==> config.mk <==
export PLATFORM = sky130hd
export DESIGN_NAME = boot_mem_ctrl
export DESIGN_NICKNAME = d
export VERILOG_FILES = /design/src/rtl/boot_mem_pkg.sv /design/src/rtl/boot_mem_ctrl.sv
export SDC_FILE = /design/constraint.sdc
export NUM_CORES = 1
export LEC_CHECK = 0
export BUFFER_PORTS_ARGS = -buffer_cell sky130_fd_sc_hd__buf_2
export CAP_MARGIN = 5
export CORE_MARGIN = 5
export CORE_UTILIZATION = 45
export CTS_CLUSTER_SIZE = 16
export DETAILED_ROUTE_END_ITERATION = 6
export HOLD_SLACK_MARGIN = 0.1
export MAX_ROUTING_LAYER = met4
export PLACE_DENSITY = 0.73
export SLEW_MARGIN = 20
export SYNTH_ARGS = -nofsm -noshare
export SYNTH_HDL_FRONTEND = slang
export SYNTH_SLANG_ARGS = --single-unit
==> constraint.sdc <==
create_clock -name clk -period 2.6 [get_ports clk]
set_clock_uncertainty 0.05 [all_clocks]
set_input_delay 0.52 -clock clk [delete_from_list [all_inputs] [get_ports clk]]
set_output_delay 0.52 -clock clk [all_outputs]
set_load 0.05 [all_outputs]
==> src/rtl/boot_mem_pkg.sv <==
// rtl/boot_mem_pkg.sv - shared constants and state encoding for the boot/run/dump sequencer
package boot_mem_pkg;

    localparam int DEF_ADDR_W   = 8;
    localparam int DEF_DATA_W   = 16;
    localparam int REGION_WORDS = 256;

    typedef enum logic [2:0] {
        ST_IDLE     = 3'd0,
        ST_LOAD     = 3'd1,
        ST_RUN      = 3'd2,
        ST_DUMP_RD  = 3'd3,
        ST_DUMP_CAP = 3'd4,
        ST_DUMP_OUT = 3'd5
    } state_t;

endpackage

==> src/rtl/boot_mem_ctrl.sv <==
// rtl/boot_mem_ctrl.sv - owns the program RAM port and core reset: load, run with budget, dump
//
// Ports:
//   clk, rst                  clock, synchronous active-high reset
//   load_start/run_req/halt_req  host command pulses (accepted only in IDLE, halt only in RUN)
//   ld_valid/ld_ready/ld_data/ld_last  host load stream, written from address 0 upward
//   dump_start/dump_base/dump_len      dump command, len 0 = full 256-word region
//   dump_valid/dump_ready/dump_data    dump stream back to the host
//   cpu_rst                   registered core reset, low only in RUN
//   cpu_wrEn/cpu_addr/cpu_data  core RAM request, forwarded to the RAM in RUN
//   ram_we/ram_addr/ram_din   RAM port; ram_dout returns read data one clock later
//   busy, timeout, cyc_cnt    status: not IDLE, sticky budget expiry, clocks of last RUN
module boot_mem_ctrl
    import boot_mem_pkg::*;
#(
    parameter int          ADDR_W     = DEF_ADDR_W,
    parameter int          DATA_W     = DEF_DATA_W,
    parameter logic [15:0] MAX_CYCLES = 16'd1000
) (
    input  logic              clk,
    input  logic              rst,
    input  logic              load_start,
    input  logic              run_req,
    input  logic              halt_req,
    input  logic              ld_valid,
    output logic              ld_ready,
    input  logic [DATA_W-1:0] ld_data,
    input  logic              ld_last,
    input  logic              dump_start,
    input  logic [ADDR_W-1:0] dump_base,
    input  logic [ADDR_W-1:0] dump_len,
    output logic              dump_valid,
    input  logic              dump_ready,
    output logic [DATA_W-1:0] dump_data,
    output logic              cpu_rst,
    input  logic              cpu_wrEn,
    input  logic [ADDR_W-1:0] cpu_addr,
    input  logic [DATA_W-1:0] cpu_data,
    output logic              ram_we,
    output logic [ADDR_W-1:0] ram_addr,
    output logic [DATA_W-1:0] ram_din,
    input  logic [DATA_W-1:0] ram_dout,
    output logic              busy,
    output logic              timeout,
    output logic [15:0]       cyc_cnt
);

    state_t            state;
    logic [ADDR_W-1:0] ptr;
    logic [ADDR_W-1:0] base;
    // idx/count are one bit wider so a full-region dump (count = 256) is representable
    logic [ADDR_W:0]   idx;
    logic [ADDR_W:0]   count;
    logic [ADDR_W:0]   idx_next;
    logic              budget_hit;

    assign idx_next = idx + {{ADDR_W{1'b0}}, 1'b1};

    // 17-bit compare so a saturated counter never aliases onto the budget
    assign budget_hit = (MAX_CYCLES != 16'd0) &&
                        (({1'b0, cyc_cnt} + 17'd1) == {1'b0, MAX_CYCLES});

    assign ld_ready   = (state == ST_LOAD);
    assign dump_valid = (state == ST_DUMP_OUT);
    assign busy       = (state != ST_IDLE);

    always_ff @(posedge clk) begin
        if (rst) begin
            state     <= ST_IDLE;
            cpu_rst   <= 1'b1;
            ptr       <= '0;
            base      <= '0;
            idx       <= '0;
            count     <= '0;
            dump_data <= '0;
            timeout   <= 1'b0;
            cyc_cnt   <= 16'd0;
        end else begin
            case (state)
                ST_IDLE: begin
                    if (load_start) begin
                        ptr   <= '0;
                        state <= ST_LOAD;
                    end else if (run_req) begin
                        cyc_cnt <= 16'd0;
                        timeout <= 1'b0;
                        cpu_rst <= 1'b0;
                        state   <= ST_RUN;
                    end else if (dump_start) begin
                        base  <= dump_base;
                        idx   <= '0;
                        count <= (dump_len == '0) ? {1'b1, {ADDR_W{1'b0}}}
                                                  : {1'b0, dump_len};
                        state <= ST_DUMP_RD;
                    end
                end
                ST_LOAD: begin
                    if (ld_valid) begin
                        ptr <= ptr + 1'b1;
                        if (ld_last || (ptr == {ADDR_W{1'b1}})) begin
                            state <= ST_IDLE;
                        end
                    end
                end
                ST_RUN: begin
                    if (cyc_cnt != 16'hFFFF) begin
                        cyc_cnt <= cyc_cnt + 16'd1;
                    end
                    if (budget_hit) begin
                        timeout <= 1'b1;
                    end
                    if (halt_req || budget_hit) begin
                        cpu_rst <= 1'b1;
                        state   <= ST_IDLE;
                    end
                end
                ST_DUMP_RD: begin
                    state <= ST_DUMP_CAP;
                end
                ST_DUMP_CAP: begin
                    dump_data <= ram_dout;
                    state     <= ST_DUMP_OUT;
                end
                ST_DUMP_OUT: begin
                    if (dump_ready) begin
                        idx   <= idx_next;
                        state <= (idx_next == count) ? ST_IDLE : ST_DUMP_RD;
                    end
                end
                default: begin
                    cpu_rst <= 1'b1;
                    state   <= ST_IDLE;
                end
            endcase
        end
    end

    // RAM port mux: loader writes, core pass-through, or dump read address
    always_comb begin
        ram_we   = 1'b0;
        ram_addr = '0;
        ram_din  = '0;
        case (state)
            ST_LOAD: begin
                if (ld_valid) begin
                    ram_we   = 1'b1;
                    ram_addr = ptr;
                    ram_din  = ld_data;
                end
            end
            ST_RUN: begin
                ram_we   = cpu_wrEn;
                ram_addr = cpu_addr;
                ram_din  = cpu_data;
            end
            ST_DUMP_RD: begin
                ram_addr = base + idx[ADDR_W-1:0];
            end
            default: ;
        endcase
    end

endmodule

==> results.py, run 1 <==
metrics = {
    "timing": {
        "drv_slew": 0,
        "setup-violations-final": 4,
        "period_minus_slack_ns": 2.795,
        "worst_pin_slew_ns": 0.7465,
        "finalHoldViolations": 0,
        "finalSetupTns_ns": -0.4186,
        "max_freq_ghz": 0.3578,
        "whs_ns": 0.3430,
        "slew_headroom": 0.5023,
        "fin_crit_sh": 1.075,
        "setup_ws_ns": -0.1947,
        "rsz0062_at_grt": "true",
    },
    "synth": {
        "synth_ff_type": "dfxtp_1",
        "syn-cell-area_um2": 4185,
        "yosys.area.top_type_share": 0.3396,
        "synth_fp_nets": 647,
        "ys_warn_count": 0,
        "synth.top_cells.by_area": "dfxtp_1 34%, a21oi_1 8.8%, nand2_1 8.8%, nor2_1 4.5%, o21ai_0 4.1%",
        "post-synth-top-count-cell": "nand2_1",
        "netlist_instances": 553,
        "yosysTopAreaCell": "dfxtp_1",
        "ys_types": 64,
        "synth-async-reset-ratio": 0,
        "synth_edf_count": 0,
        "ys_ff_latch": 71,
        "yosysSeqAreaShare": 0.3396,
        "avgSynthCellArea_um2": 7.568,
        "synth_commonest_cells": "98 x nand2_1, 74 x a21oi_1, 71 x dfxtp_1",
    },
    "placed_design": {
        "place.gp.congestion": 0.8688,
        "io_buffers": 143,
        "hpwl_um": 8714,
        "dp_cells": 786,
    },
    "floorplan": {
        "row_count": 35,
        "ioPinCount": 144,
        "die_area_um2": 11330,
        "core_um2": 9153,
        "die_w_um": 106.4,
        "fp.dieH_um": 106.4,
        "start_util": 0.4573,
    },
    "power_and_ir_drop": {
        "swShare": 0.3954,
        "power_density_nw_per_um2": 545.1,
        "vdd_drop_max_mv": 0.2994,
        "power.share.clock": 0.293,
        "p_seq_frac": 0.395,
        "switching_power_mw": 1.152,
        "total_power_mw": 2.914,
        "leakagePower_nw": 2.272,
        "internal-power_mw": 1.762,
        "comb_power_share": 0.312,
    },
    "global_routing": {
        "grt_pass1_wl_um": 19220,
        "antenna_found_initial": 0,
        "grt.total_usage": 0.2118,
        "grt_overflow": 0,
        "grt_max_degree": 72,
        "grt_pass1_vias": 4127,
    },
    "worst_setup_path": {
        "ff2ff_setup_slack_ns": 0.28,
        "r2r_cells": 8,
        "critPathMaxFanout": 2,
        "endpoint_kind": "output pin",
        "required_ns": 2.03,
        "cp.arrival_ns": 2.22,
        "crit_path_start_kind": "flop",
        "criticalPathCategory": "reg2out",
    },
    "clock_network": {
        "path_clk_slew_ns": 0.09,
        "cts_hold_buffers": 0,
        "clockRootBuffer": "clkbuf_8",
        "htree_levels": 3,
        "clock_path_buffers": 2,
        "clock_latency_ns": 0.35,
        "cts_buffers": 9,
        "cts_num_sinks": 71,
        "cts_tree": "built",
    },
    "routing": {
        "vias": 4475,
        "drtAntennaViolNets": 0,
        "drc": 0,
        "vias_per_cell": 5.559,
        "drt_first_pass_iters": 4,
        "wirelength_um": 12180,
        "drt_iter0_markers": 275,
        "routedWlPerCell_um": 15.13,
    },
    "cells_and_area": {
        "drive_above_1_share": 0.3098,
        "nNetsFinal": 783,
        "layout.cells.non_filler": 805,
        "num_antenna_cells": 0,
        "area_delta_synth_final_pct": 27.71,
        "post-route-util": 0.5840,
    },
    "outcome": {
        "violations": "setup timing",
        "status": "finished with violations",
    },
    "min_path": {
        "min_path_cells": 3,
        "hp-class": "in2reg",
    },
    "job": {
        "maxCapViolations": 0,
    },
}
worst paths after layout:
check,from,endpoint
max,base[0],ram_addr[6]
min reg2reg,dump_data[5],dump_data[5]
min,ram_dout[8],dump_data[8]
max reg2reg,cyc_cnt[1],cyc_cnt[2]
worst max-delay path, stage by stage, from the launching register on:
cell and delay [ns]:
dfxtp_2 0.37, ha_4 0.14, inv_2 0.04, fa_2 0.36
nor2b_4 0.15, o21ai_2 0.06, nand2b_1 0.11, a21o_1 0.14
a21oi_2 0.06, xor2_1 0.15, o21ai_2 0.13, buf_6 0.17
area by class of cell:
class / instances / area, µm²
fill: 808 / 3807
multi-input combinational: 437 / 2661
sequential: 71 / 1433
timing repair buffer: 161 / 890.9
tap: 111 / 138.9
clock buffer: 9 / 123.9
clock inverter: 7 / 61.31
inverter: 9 / 36.28
registers in the layout (all words and copies together) (netlist names):
name       cells
idx            9
state          3
base           8
cyc_cnt       16
dump_data     16
ptr            8
timeout        1
count          9
cpu_rst        1
cells in the final DEF (no fill, tap or decap), types with 3 or more instances in the layout:
cell type and n:
buf_4 17, nor3_1 9, nand3_1 16, nand2_1 98, a21oi_2 3, nand4_1 4, a22o_1 16, a311oi_1 3
nor4_4 3, xor2_1 11, nor3b_1 7, buf_2 136, inv_1 7, inv_6 4, buf_6 6, nor2_1 48
nand2b_1 5, o21ai_0 27, clkbuf_8 9, dfxtp_1 66, a21o_1 3, a31oi_1 5, xnor2_1 12, o21ai_1 4
ha_1 8, a21oi_1 72, or3_1 5, dfxtp_2 3, nor4_1 7, and3_1 8, a22oi_1 9, o21ai_2 5
ha_4 3
routing by layer:
metal / vias up / GRT usage / part of all wire
met3: 20 / 0.06254 / 0.082
met2: 195 / 0.3357 / 0.46
met5: - / - / 0
met4: 0 / 0.07763 / 0.021
met1: 2020 / 0.2564 / 0.44
li1: 2240 / - / -
power by group through the flow:
stage | Sequential, mW | Combinational, mW | Clock (mW)
after floorplan | 1.21 | 0.619 | 0
after global placement | 1.17 | 0.876 | 0
after detailed placement | 1.18 | 0.888 | 0
after CTS | 1.15 | 0.903 | 0.874
after global routing | 1.16 | 0.977 | 0.934
final | 1.15 | 0.910 | 0.852
cell families after synthesis:
family | share of synthesized area
compound gates | 0.2383
fa+ha+maj | 0.03767
flops | 0.3396
simple gates | 0.2831
xor+xnor | 0.04813
buf+inv | 0.05082
mux | 0.002392
timing repair:
action,CTS,global route
setup endpoints to repair,22,23
buffers inserted,4,2
gates cloned,0,0
pin swaps,7,9
resized for setup,27,14
metrics by stage:
step / setup WS, ns / cell area (µm²)
after CTS: -0.1757 / 5286
final: -0.1947 / 5345
after floorplan: -0.09788 / 4199
after global placement: 0.08703 / 4995
after global routing: -0.3373 / 5345
after detailed placement: 0.01852 / 4995
(Power assumes the default switching activity.)
==> run 2: changes to the inputs <==
- CELL_PAD_IN_SITES_DETAIL_PLACEMENT: unset -> 2
- CELL_PAD_IN_SITES_GLOBAL_PLACEMENT: unset -> 2
- CORE_UTILIZATION: 45 -> 27
- GPL_ROUTABILITY_DRIVEN: unset -> 0
- PLACE_DENSITY: 0.73 -> unset
- PLACE_DENSITY_LB_ADDON: unset -> 0.1
- SKIP_CTS_REPAIR_TIMING: unset -> 1
==> run 2 against run 1 <==
Net effect:
- the flow still finishes with violations (setup timing)
- global-route usage fell by 3.6 points
- non-clock buffer count rose by 9
- cell count rose by 11%
- clock power rose by 63%
- first-iteration DRC count fell by 43%
- die area rose by 60%
- hold slack improved by 0.018 ns
- setup slack got worse by 0.093 ns
- flip-flop and latch count did not move
- largest cell class unchanged
- routed wire length rose by 31%
==> results.py, run 2 (synthesis gave the netlist of run 1 again) <==
metrics = {
    "outcome": {
        "status": "finished with violations",
        "violations": "setup timing",
    },
    "worst_setup_path": {
        "endpoint_kind": "output pin",
        "required_ns": 2.03,
        "path_cells": "ha_4, inv_2, fa_2, nor2b_2, o21ai_1, nand2b_1, a21o_1, a21oi_2, xor2_1, o21ai_2, buf_6",
        "max_stage_delay_ns": 0.36,
        "worst_path_max_delay_cell": "fa_2",
        "crit_path_start_kind": "flop",
        "critPathTopFamily": "adder cells",
        "crit_buf_inv": 2,
        "criticalPathCategory": "reg2out",
        "critPathMaxFanout": 2,
        "cp.arrival_ns": 2.32,
    },
    "timing": {
        "setup_ws_ns": -0.2876,
        "period_minus_slack_ns": 2.888,
        "drv_slew": 0,
        "fin_crit_sh": 1.111,
        "max_freq_ghz": 0.3463,
        "setup-violations-final": 3,
        "worst_pin_slew_ns": 0.5895,
        "finalHoldViolations": 0,
        "slew_headroom": 0.6061,
        "rsz0062_at_grt": "true",
        "whs_ns": 0.3605,
    },
    "clock_network": {
        "htree_levels": 3,
        "path_clk_slew_ns": 0.06,
        "clockRootBuffer": "clkbuf_16",
        "cts_num_sinks": 71,
        "clock_path_buffers": 2,
        "cts_tree": "built",
        "clock_latency_ns": 0.34,
        "cts_buffers": 9,
    },
    "power_and_ir_drop": {
        "p_seq_frac": 0.332,
        "comb_power_share": 0.271,
        "swShare": 0.3478,
        "total_power_mw": 3.500,
        "switching_power_mw": 1.217,
        "leakagePower_nw": 2.385,
        "power.share.clock": 0.397,
        "internal-power_mw": 2.283,
        "power_density_nw_per_um2": 621.1,
        "vdd_drop_max_mv": 0.3079,
    },
    "cells_and_area": {
        "nNetsFinal": 792,
        "postLayoutCellArea_um2": 5635,
        "final_common_cell": "buf_2",
        "most-common-layout-cells": "137 x buf_2, 98 x nand2_1, 72 x a21oi_1",
        "area_delta_synth_final_pct": 34.65,
        "reg_top3": "cyc_cnt: 16 flops, dump_data: 16 flops",
        "num_antenna_cells": 0,
        "drive_above_1_share": 0.3144,
        "post-route-util": 0.3707,
    },
    "routing": {
        "wirelength_um": 15920,
        "drt_first_pass_iters": 5,
        "drc": 0,
        "drtAntennaViolNets": 0,
        "vias_per_cell": 5.212,
        "routedWlPerCell_um": 17.87,
        "vias": 4644,
        "drt_iter0_markers": 156,
    },
    "floorplan": {
        "start_util": 0.2753,
        "fp.dieH_um": 134.5,
        "ioPinCount": 144,
        "row_count": 45,
        "die_area_um2": 18090,
        "die_w_um": 134.5,
        "core_um2": 15200,
    },
    "global_routing": {
        "grt_pass1_wl_um": 25120,
        "grt_overflow": 0,
        "grt_pass1_vias": 4993,
        "grt_max_degree": 35,
        "grt.total_usage": 0.1755,
        "antenna_found_initial": 0,
    },
    "placed_design": {
        "io_buffers": 143,
        "hpwl_um": 12120,
        "placed_cell_area_um2": 5191,
    },
    "job": {
        "maxCapViolations": 0,
    },
    "min_path": {
        "hp-class": "in2reg",
    },
}
run 2: area by class of cell:
type / count / area, µm²
Clock buffer: 10 / 239.0
Clock inverter: 6 / 92.59
Fill cell: 1809 / 9567
Inverter: 9 / 36.28
Multi-Input combinational cell: 437 / 2624
Sequential cell: 71 / 1435
Tap cell: 188 / 235.2
Timing Repair Buffer: 170 / 973.4
run 2: worst min-delay path: stages:
cell and delay [ns]:
buf_2 0.10, nand2_1 0.04, a21oi_1 0.05
run 2: worst paths after layout:
check                    start            to  slack [ns]  cells after the start
setup / recovery        idx[0]   ram_addr[6]       -0.29                     11
hold reg to reg   dump_data[6]  dump_data[6]        0.40                      2
hold / removal    dump_base[7]       base[7]        0.36                      3
setup reg to reg        idx[0]      state[0]        0.20                      9
run 2: layer usage:
layer	up-vias	part of all wire	track usage
met5	-	0	-
met2	105	0.50	0.3064
met3	15	0.037	0.02906
li1	2259	-	-
met4	0	0.014	0.05543
met1	2265	0.45	0.2067
run 2: power groups by stage:
stage	Combinational, mW	Sequential (mW)	Clock [mW]
after detailed placement	0.944	1.19	0
after floorplan	0.619	1.21	0
after global routing	1.03	1.17	1.48
after CTS	0.950	1.16	1.44
final	0.948	1.16	1.39
after global placement	0.923	1.18	0
run 2: per-stage QoR:
stage / setup TNS, ns / cells / setup WS (ns)
3_3_place_gp: 0 / 873 / 0.06093
5_1_grt: -1.064 / 891 / -0.4276
4_1_cts: -1.178 / 889 / -0.4110
3_5_place_dp: -0.02172 / 873 / -0.02172
6_report: -0.5682 / 891 / -0.2876
2_1_floorplan: -0.2323 / 553 / -0.09788
